===== config.mk =====
export PLATFORM = sky130hd
export DESIGN_NAME = mc_ctrl
export DESIGN_NICKNAME = d
export VERILOG_FILES = /design/src/rtl/rv_pkg.sv /design/src/rtl/mc_ctrl_instret_cnt.sv /design/src/rtl/mc_ctrl.sv
export SDC_FILE = /design/constraint.sdc
export NUM_CORES = 1
export LEC_CHECK = 0
export ABC_CLOCK_PERIOD_IN_PS = 2700
export CAP_MARGIN = 20
export CORE_MARGIN = 3
export CORE_UTILIZATION = 35
export CTS_CLUSTER_DIAMETER = 100
export DETAILED_ROUTE_END_ITERATION = 7
export GPL_TIMING_DRIVEN = 1
export PLACE_DENSITY_LB_ADDON = 0.3
export SETUP_SLACK_MARGIN = 0.4
export SLEW_MARGIN = 10
export SYNTH_ARGS = -nofsm -noshare
export SYNTH_HDL_FRONTEND = slang
export SYNTH_HIERARCHICAL = 1
export SYNTH_SLANG_ARGS = --single-unit
export TNS_END_PERCENT = 100

===== constraint.sdc =====
create_clock -name clk -period 2.7 [get_ports clk]
set_input_delay 0.54 -clock clk [delete_from_list [all_inputs] [get_ports clk]]
set_output_delay 0.54 -clock clk [all_outputs]
set_load 0.005 [all_outputs]

===== src/rtl/rv_pkg.sv =====
// Shared definitions for the multi-cycle controller.
// Holds the RV32 base opcodes, the controller state codes, the registered
// instruction-class encoding, the pc_sel / wb_sel encodings and the opcode
// classifier used in DECODE.
package rv_pkg;

  // Base opcodes (inst[6:0])
  localparam logic [6:0] OPC_LOAD   = 7'b0000011;
  localparam logic [6:0] OPC_STORE  = 7'b0100011;
  localparam logic [6:0] OPC_OP     = 7'b0110011;
  localparam logic [6:0] OPC_OP_IMM = 7'b0010011;
  localparam logic [6:0] OPC_BRANCH = 7'b1100011;
  localparam logic [6:0] OPC_JAL    = 7'b1101111;
  localparam logic [6:0] OPC_JALR   = 7'b1100111;
  localparam logic [6:0] OPC_LUI    = 7'b0110111;
  localparam logic [6:0] OPC_AUIPC  = 7'b0010111;

  // Controller states (visible on the debug port)
  localparam logic [2:0] ST_FETCH  = 3'd0;
  localparam logic [2:0] ST_DECODE = 3'd1;
  localparam logic [2:0] ST_EXEC   = 3'd2;
  localparam logic [2:0] ST_MEM    = 3'd3;
  localparam logic [2:0] ST_WB     = 3'd4;
  localparam logic [2:0] ST_TRAP   = 3'd5;

  // pc_sel encodings
  localparam logic [1:0] PC_SEL_PLUS4 = 2'b00;
  localparam logic [1:0] PC_SEL_IMM   = 2'b01;
  localparam logic [1:0] PC_SEL_JALR  = 2'b10;

  // wb_sel encodings
  localparam logic [1:0] WB_SEL_ALU = 2'b00;
  localparam logic [1:0] WB_SEL_MEM = 2'b01;
  localparam logic [1:0] WB_SEL_PC4 = 2'b10;

  // Instruction class captured in DECODE
  typedef enum logic [3:0] {
    CLS_LOAD   = 4'd0,
    CLS_STORE  = 4'd1,
    CLS_OP     = 4'd2,
    CLS_OP_IMM = 4'd3,
    CLS_BRANCH = 4'd4,
    CLS_JAL    = 4'd5,
    CLS_JALR   = 4'd6,
    CLS_LUI    = 4'd7,
    CLS_AUIPC  = 4'd8
  } cls_e;

  typedef struct packed {
    logic legal;
    cls_e cls;
  } dec_t;

  function automatic dec_t decode_opcode(input logic [6:0] op);
    dec_t d;
    d.legal = 1'b1;
    d.cls   = CLS_OP;
    case (op)
      OPC_LOAD:   d.cls = CLS_LOAD;
      OPC_STORE:  d.cls = CLS_STORE;
      OPC_OP:     d.cls = CLS_OP;
      OPC_OP_IMM: d.cls = CLS_OP_IMM;
      OPC_BRANCH: d.cls = CLS_BRANCH;
      OPC_JAL:    d.cls = CLS_JAL;
      OPC_JALR:   d.cls = CLS_JALR;
      OPC_LUI:    d.cls = CLS_LUI;
      OPC_AUIPC:  d.cls = CLS_AUIPC;
      default:    d.legal = 1'b0;
    endcase
    return d;
  endfunction

endpackage


===== src/rtl/mc_ctrl_instret_cnt.sv =====
// Retired-instruction counter: 32-bit, enabled, wraps FFFFFFFF -> 0.
// Ports:
//   clk_i   - clock, rising edge
//   rst_ni  - asynchronous active-low reset (count -> 0)
//   en_i    - increment by one this cycle
//   count_o - current count
module instret_cnt (
  input  logic        clk_i,
  input  logic        rst_ni,
  input  logic        en_i,
  output logic [31:0] count_o
);

  logic [31:0] cnt_q;
  logic [31:0] cnt_d;

  assign cnt_d = en_i ? (cnt_q + 32'd1) : cnt_q;

  always_ff @(posedge clk_i or negedge rst_ni) begin
    if (!rst_ni) cnt_q <= '0;
    else         cnt_q <= cnt_d;
  end

  assign count_o = cnt_q;

endmodule


===== src/rtl/mc_ctrl.sv =====
// Multi-cycle RV32 control FSM.
// Sequences fetch / decode / execute / memory / write-back and raises a
// sticky trap on an unknown opcode. Only storage: state and instruction class
// (plus the instret counter sub-module).
// Ports:
//   clk, rst (async, active-low)
//   opcode, branch_taken          - datapath inputs
//   imem_req/imem_ack             - instruction fetch handshake
//   dmem_req/dmem_we/dmem_ack     - data access handshake
//   ir_we, pc_we, pc_sel, rf_we, wb_sel - datapath controls
//   state, illegal, instret       - debug / status
//
// state  | meaning
// FETCH  | imem_req held until imem_ack; ir_we on the ack cycle
// DECODE | classify opcode, register class (unknown -> TRAP)
// EXEC   | branches resolve here; LOAD/STORE -> MEM, others -> WB
// MEM    | dmem_req held until dmem_ack; STORE retires on the ack
// WB     | rf_we + pc_we, one cycle
// TRAP   | absorbing until reset, illegal = 1, everything idle
module mc_ctrl
  import rv_pkg::*;
(
  input  logic        clk,
  input  logic        rst,
  input  logic [6:0]  opcode,
  input  logic        branch_taken,
  output logic        imem_req,
  input  logic        imem_ack,
  output logic        dmem_req,
  output logic        dmem_we,
  input  logic        dmem_ack,
  output logic        ir_we,
  output logic        pc_we,
  output logic [1:0]  pc_sel,
  output logic        rf_we,
  output logic [1:0]  wb_sel,
  output logic [2:0]  state,
  output logic        illegal,
  output logic [31:0] instret
);

  logic [2:0] state_q, state_d;
  cls_e       cls_q, cls_d;
  dec_t       dec;

  logic       imem_req_c, dmem_req_c, dmem_we_c, ir_we_c, pc_we_c, rf_we_c, illegal_c;
  logic [1:0] pc_sel_c, wb_sel_c;

  assign dec = decode_opcode(opcode);

  always_comb begin
    state_d    = state_q;
    cls_d      = cls_q;
    imem_req_c = 1'b0;
    dmem_req_c = 1'b0;
    dmem_we_c  = 1'b0;
    ir_we_c    = 1'b0;
    pc_we_c    = 1'b0;
    rf_we_c    = 1'b0;
    illegal_c  = 1'b0;
    pc_sel_c   = PC_SEL_PLUS4;
    wb_sel_c   = WB_SEL_ALU;
    case (state_q)
      ST_FETCH: begin
        imem_req_c = 1'b1;
        if (imem_ack) begin
          ir_we_c = 1'b1;
          state_d = ST_DECODE;
        end
      end
      ST_DECODE: begin
        if (dec.legal) begin
          cls_d   = dec.cls;
          state_d = ST_EXEC;
        end else begin
          state_d = ST_TRAP;
        end
      end
      ST_EXEC: begin
        case (cls_q)
          CLS_BRANCH: begin
            pc_we_c  = 1'b1;
            pc_sel_c = branch_taken ? PC_SEL_IMM : PC_SEL_PLUS4;
            state_d  = ST_FETCH;
          end
          CLS_LOAD, CLS_STORE: state_d = ST_MEM;
          default:             state_d = ST_WB;
        endcase
      end
      ST_MEM: begin
        dmem_req_c = 1'b1;
        dmem_we_c  = (cls_q == CLS_STORE);
        if (dmem_ack) begin
          if (cls_q == CLS_STORE) begin
            pc_we_c = 1'b1;
            state_d = ST_FETCH;
          end else begin
            state_d = ST_WB;
          end
        end
      end
      ST_WB: begin
        rf_we_c = 1'b1;
        pc_we_c = 1'b1;
        state_d = ST_FETCH;
        case (cls_q)
          CLS_JAL: begin
            pc_sel_c = PC_SEL_IMM;
            wb_sel_c = WB_SEL_PC4;
          end
          CLS_JALR: begin
            pc_sel_c = PC_SEL_JALR;
            wb_sel_c = WB_SEL_PC4;
          end
          CLS_LOAD: wb_sel_c = WB_SEL_MEM;
          default: ;
        endcase
      end
      ST_TRAP: illegal_c = 1'b1;
      default: state_d = ST_TRAP;  // unused codes 6/7
    endcase
  end

  always_ff @(posedge clk or negedge rst) begin
    if (!rst) begin
      state_q <= ST_FETCH;
      cls_q   <= CLS_OP;
    end else begin
      state_q <= state_d;
      cls_q   <= cls_d;
    end
  end

  // Reset must silence every output immediately, even though FETCH would
  // otherwise present imem_req combinationally.
  assign imem_req = imem_req_c & rst;
  assign dmem_req = dmem_req_c & rst;
  assign dmem_we  = dmem_we_c  & rst;
  assign ir_we    = ir_we_c    & rst;
  assign pc_we    = pc_we_c    & rst;
  assign rf_we    = rf_we_c    & rst;
  assign illegal  = illegal_c  & rst;
  assign pc_sel   = rst ? pc_sel_c : PC_SEL_PLUS4;
  assign wb_sel   = rst ? wb_sel_c : WB_SEL_ALU;
  assign state    = state_q;

  instret_cnt u_instret (
    .clk_i   (clk),
    .rst_ni  (rst),
    .en_i    (pc_we),
    .count_o (instret)
  );

endmodule


==> impl_metrics.env <==
export IMPL_port_buffers=57
export IMPL_post_route_util=0.537
export IMPL_synth_seq_cells=39
export IMPL_hold_violations=0
export IMPL_diodes=0
export IMPL_multi_input_area_um2=1260
export IMPL_synth_edf_count=0
export IMPL_timing_fmax_ghz=0.421
export IMPL_first_global_vias=1758
export IMPL_path_class="reg -> reg"
export IMPL_grtUsageTotal=0.146
export IMPL_fillers=532
export IMPL_yosysSeqAreaShare=0.447
export IMPL_place_area_um2=2900
export IMPL_worstMarginPinSlew_ps=683
export IMPL_drv_cap=0
export IMPL_fin_ws_ps=326
export IMPL_path_cells="or3b_1 > a21oi_1 > a22oi_1 > nor2b_2 > buf_6 > nand4_4 > or4_4 > nor3b_2 > xor2_1"
export IMPL_regToRegSetupSlack_ps=330
export IMPL_syn_inst=212
export IMPL_timing_final_crit_share=0.879
export IMPL_coreArea_um2=5990
export IMPL_die_w_um=85.1
export IMPL_yosys_top_cells_area="dfrtp_1 (43%), xnor2_1 (8.4%), xor2_1 (4.8%), nand3_1 (3.2%), nand4_1 (3.1%)"
export IMPL_rsz0062_at_grt="true"
export IMPL_total_power_mw=1.79
export IMPL_cts_root_buf="clkbuf_8"
export IMPL_async_reset_ff_frac=1.00
export IMPL_gp_congestion=0.825
export IMPL_dr_pass1_iters=4
export IMPL_synth_top_area_frac=0.435
export IMPL_synth_most_common_cell="dfrtp_1"
export IMPL_io_pins=58
export IMPL_grt_pass1_wl_mm=8.41
export IMPL_finalNonFillerCells=371
export IMPL_post_route_min_period_ps=2370
export IMPL_clock_latency_ps=290
export IMPL_antenna_found_initial=0
export IMPL_ys_flop_type="dfrtp_1"
export IMPL_critPathMaxFanout=4
export IMPL_cp_arrival_ps=2590
export IMPL_num_vias=1956
export IMPL_ir_drop_mv=0.395
export IMPL_place_inst=347
export IMPL_critPathMaxStageDelay_ps=480
export IMPL_skew_ps=5.85
export IMPL_critPathLaunchType="register"
export IMPL_drtIter0Drc=133
export IMPL_yosys_top_cells_count="dfrtp_1 (38), xnor2_1 (21), nand2_1 (15)"
export IMPL_yosysTopAreaCell="dfrtp_1"
export IMPL_hpwl_mm=3.74
export IMPL_routed_via_density=5.27
export IMPL_final_net_count=308
export IMPL_relSlewSlack=0.541
export IMPL_areaGrowthSynthToFinish_pct=47.1
export IMPL_wl_per_cell_um=14.3
export IMPL_outcome="complete, no violations"
export IMPL_finalSetupTns_ps=0
export IMPL_clkTransAtPathRegs_ps=70
export IMPL_start_util=0.365
export IMPL_final_setup_viol_count=0
export IMPL_avgSynthCellArea_um2=10.3
export IMPL_cp_slowest_cell="or4_4"
export IMPL_power_density_nw_per_um2=555
export IMPL_drc_errors=0
export IMPL_synth_distinct_cells=49
export IMPL_design_area_um2=3220
export IMPL_placementRows=28
export IMPL_hold_class="in -> async"
export IMPL_syn_num_nets=225
export IMPL_cts_sinks=39
export IMPL_max_clock_path_buffers=2
export IMPL_grt_start_max_net_pins=35
export IMPL_hold_slack_ps=108
export IMPL_post_place_ws_ps=-96.2
export IMPL_cts_hold_buffers=0
export IMPL_leakage_nw=1.46
export IMPL_dieArea_um2=7240
export IMPL_cts_tree="yes"
export IMPL_slew_viol_final=0
export IMPL_ys_warn_count=6
export IMPL_die_h_um=85.1
export IMPL_cts_made_buffers=5
export IMPL_synth_area_um2=2190
export IMPL_ant_nets=0
export IMPL_wirelength_mm=5.29
export IMPL_regArea_um2=980
export IMPL_drive_above_1_share=0.250
export IMPL_worstPathRequired_ps=2920
export IMPL_endpoint_kind="register"
export IMPL_grt_ovfl_total=0
export IMPL_htreeDepth=2
## power by group
| part | leakage, nW | internal (mW) | switching [mW] |
|---|---|---|---|
| registers | 0.513 | 0.655 | 0.0920 |
| clock network | 0.0477 | 0.177 | 0.194 |
| logic | 0.895 | 0.360 | 0.310 |
## cell usage in the layout, fill, tap and decap left out, drive strengths merged, types with 2 or more instances in the layout
master / Yosys / final
and3: 5 / 5
nor4b: 2 / 2
or3: 2 / 2
a32o: 2 / 2
nor3b: 3 / 3
nor3: 9 / 9
o21ai: 3 / 3
o311ai: 2 / 2
nand4b: 2 / 2
dlygate4sd2: 0 / 3
dfrtp: 38 / 38
nand2b: 5 / 5
nand4: 12 / 12
dlymetal6s2s: 0 / 2
buf: 6 / 28
nor2b: 3 / 3
nand2: 15 / 15
xnor2: 21 / 21
clkbuf: 2 / 6
clkinv: 0 / 3
xor2: 12 / 12
clkdlybuf4s50: 0 / 50
nor2: 12 / 12
a21oi: 5 / 5
and4: 4 / 4
nor4: 9 / 9
mux2: 3 / 3
inv: 7 / 7
and2: 2 / 2
nand3: 14 / 14
## worst max-delay path: cells and delay by family (launching register included)
family	cells	cell delay (ps)
XOR/XNOR	1	160
AND/OR/NAND/NOR	5	1320
flip-flops	1	400
AO/OA/AOI/OAI	2	280
buffers and inverters	1	140
## flip-flops by register name (all words and copies together), names as in the netlist
name / cells
u_instret/count_o: 32
cls_q: 4
state: 3
## final cells by class
| cell class | instances | area share |
|---|---|---|
| clock buffers | 5 | 0.0214 |
| clock inverters | 3 | 0.00466 |
| inverters | 7 | 0.00816 |
| multi-input cells | 158 | 0.391 |
| flip-flops and latches | 39 | 0.304 |
| well taps | 75 | 0.0291 |
| repair buffers | 84 | 0.241 |
## metal layers
layer  wire length (um)  vias up  GRT usage
met2               2480       54      0.215
met1               2490      951      0.209
met4                 73        0     0.0604
met5                  0        -          0
li1                   -      944          -
met3                241        7     0.0282
## final timing paths
path / startpoint / end / cells after the start
worst min-delay path: rst / state[1] / 1
max in group asynchronous: rst / u_instret/count_o[13] / 2
worst max-delay path: state[0] / u_instret/count_o[19] / 9
min in group clk: u_instret/count_o[31] / u_instret/count_o[31] / 1
worst max register to register: state[0] / u_instret/count_o[19] / 9
worst min register to register: u_instret/count_o[31] / u_instret/count_o[31] / 1
## cells by family (layout without fill, tap and decap cells)
logic type,after synthesis,in the layout,share of synthesized area
flops,39,39,0.447
simple gates,102,102,0.292
xor+xnor,33,33,0.132
compound gates,18,18,0.0606
fa+ha+maj,1,1,0.00572
buf+inv,15,99,0.0394
mux,4,4,0.0234
## what timing repair did
item                                   4_1_cts  5_1_grt
setup buffers                                8        8
setup endpoints to repair                   30       29
endpoints found under the hold margin        0        0
gates resized for setup                     16       21
pin swaps                                    4        7
(Power assumes the default switching activity.)
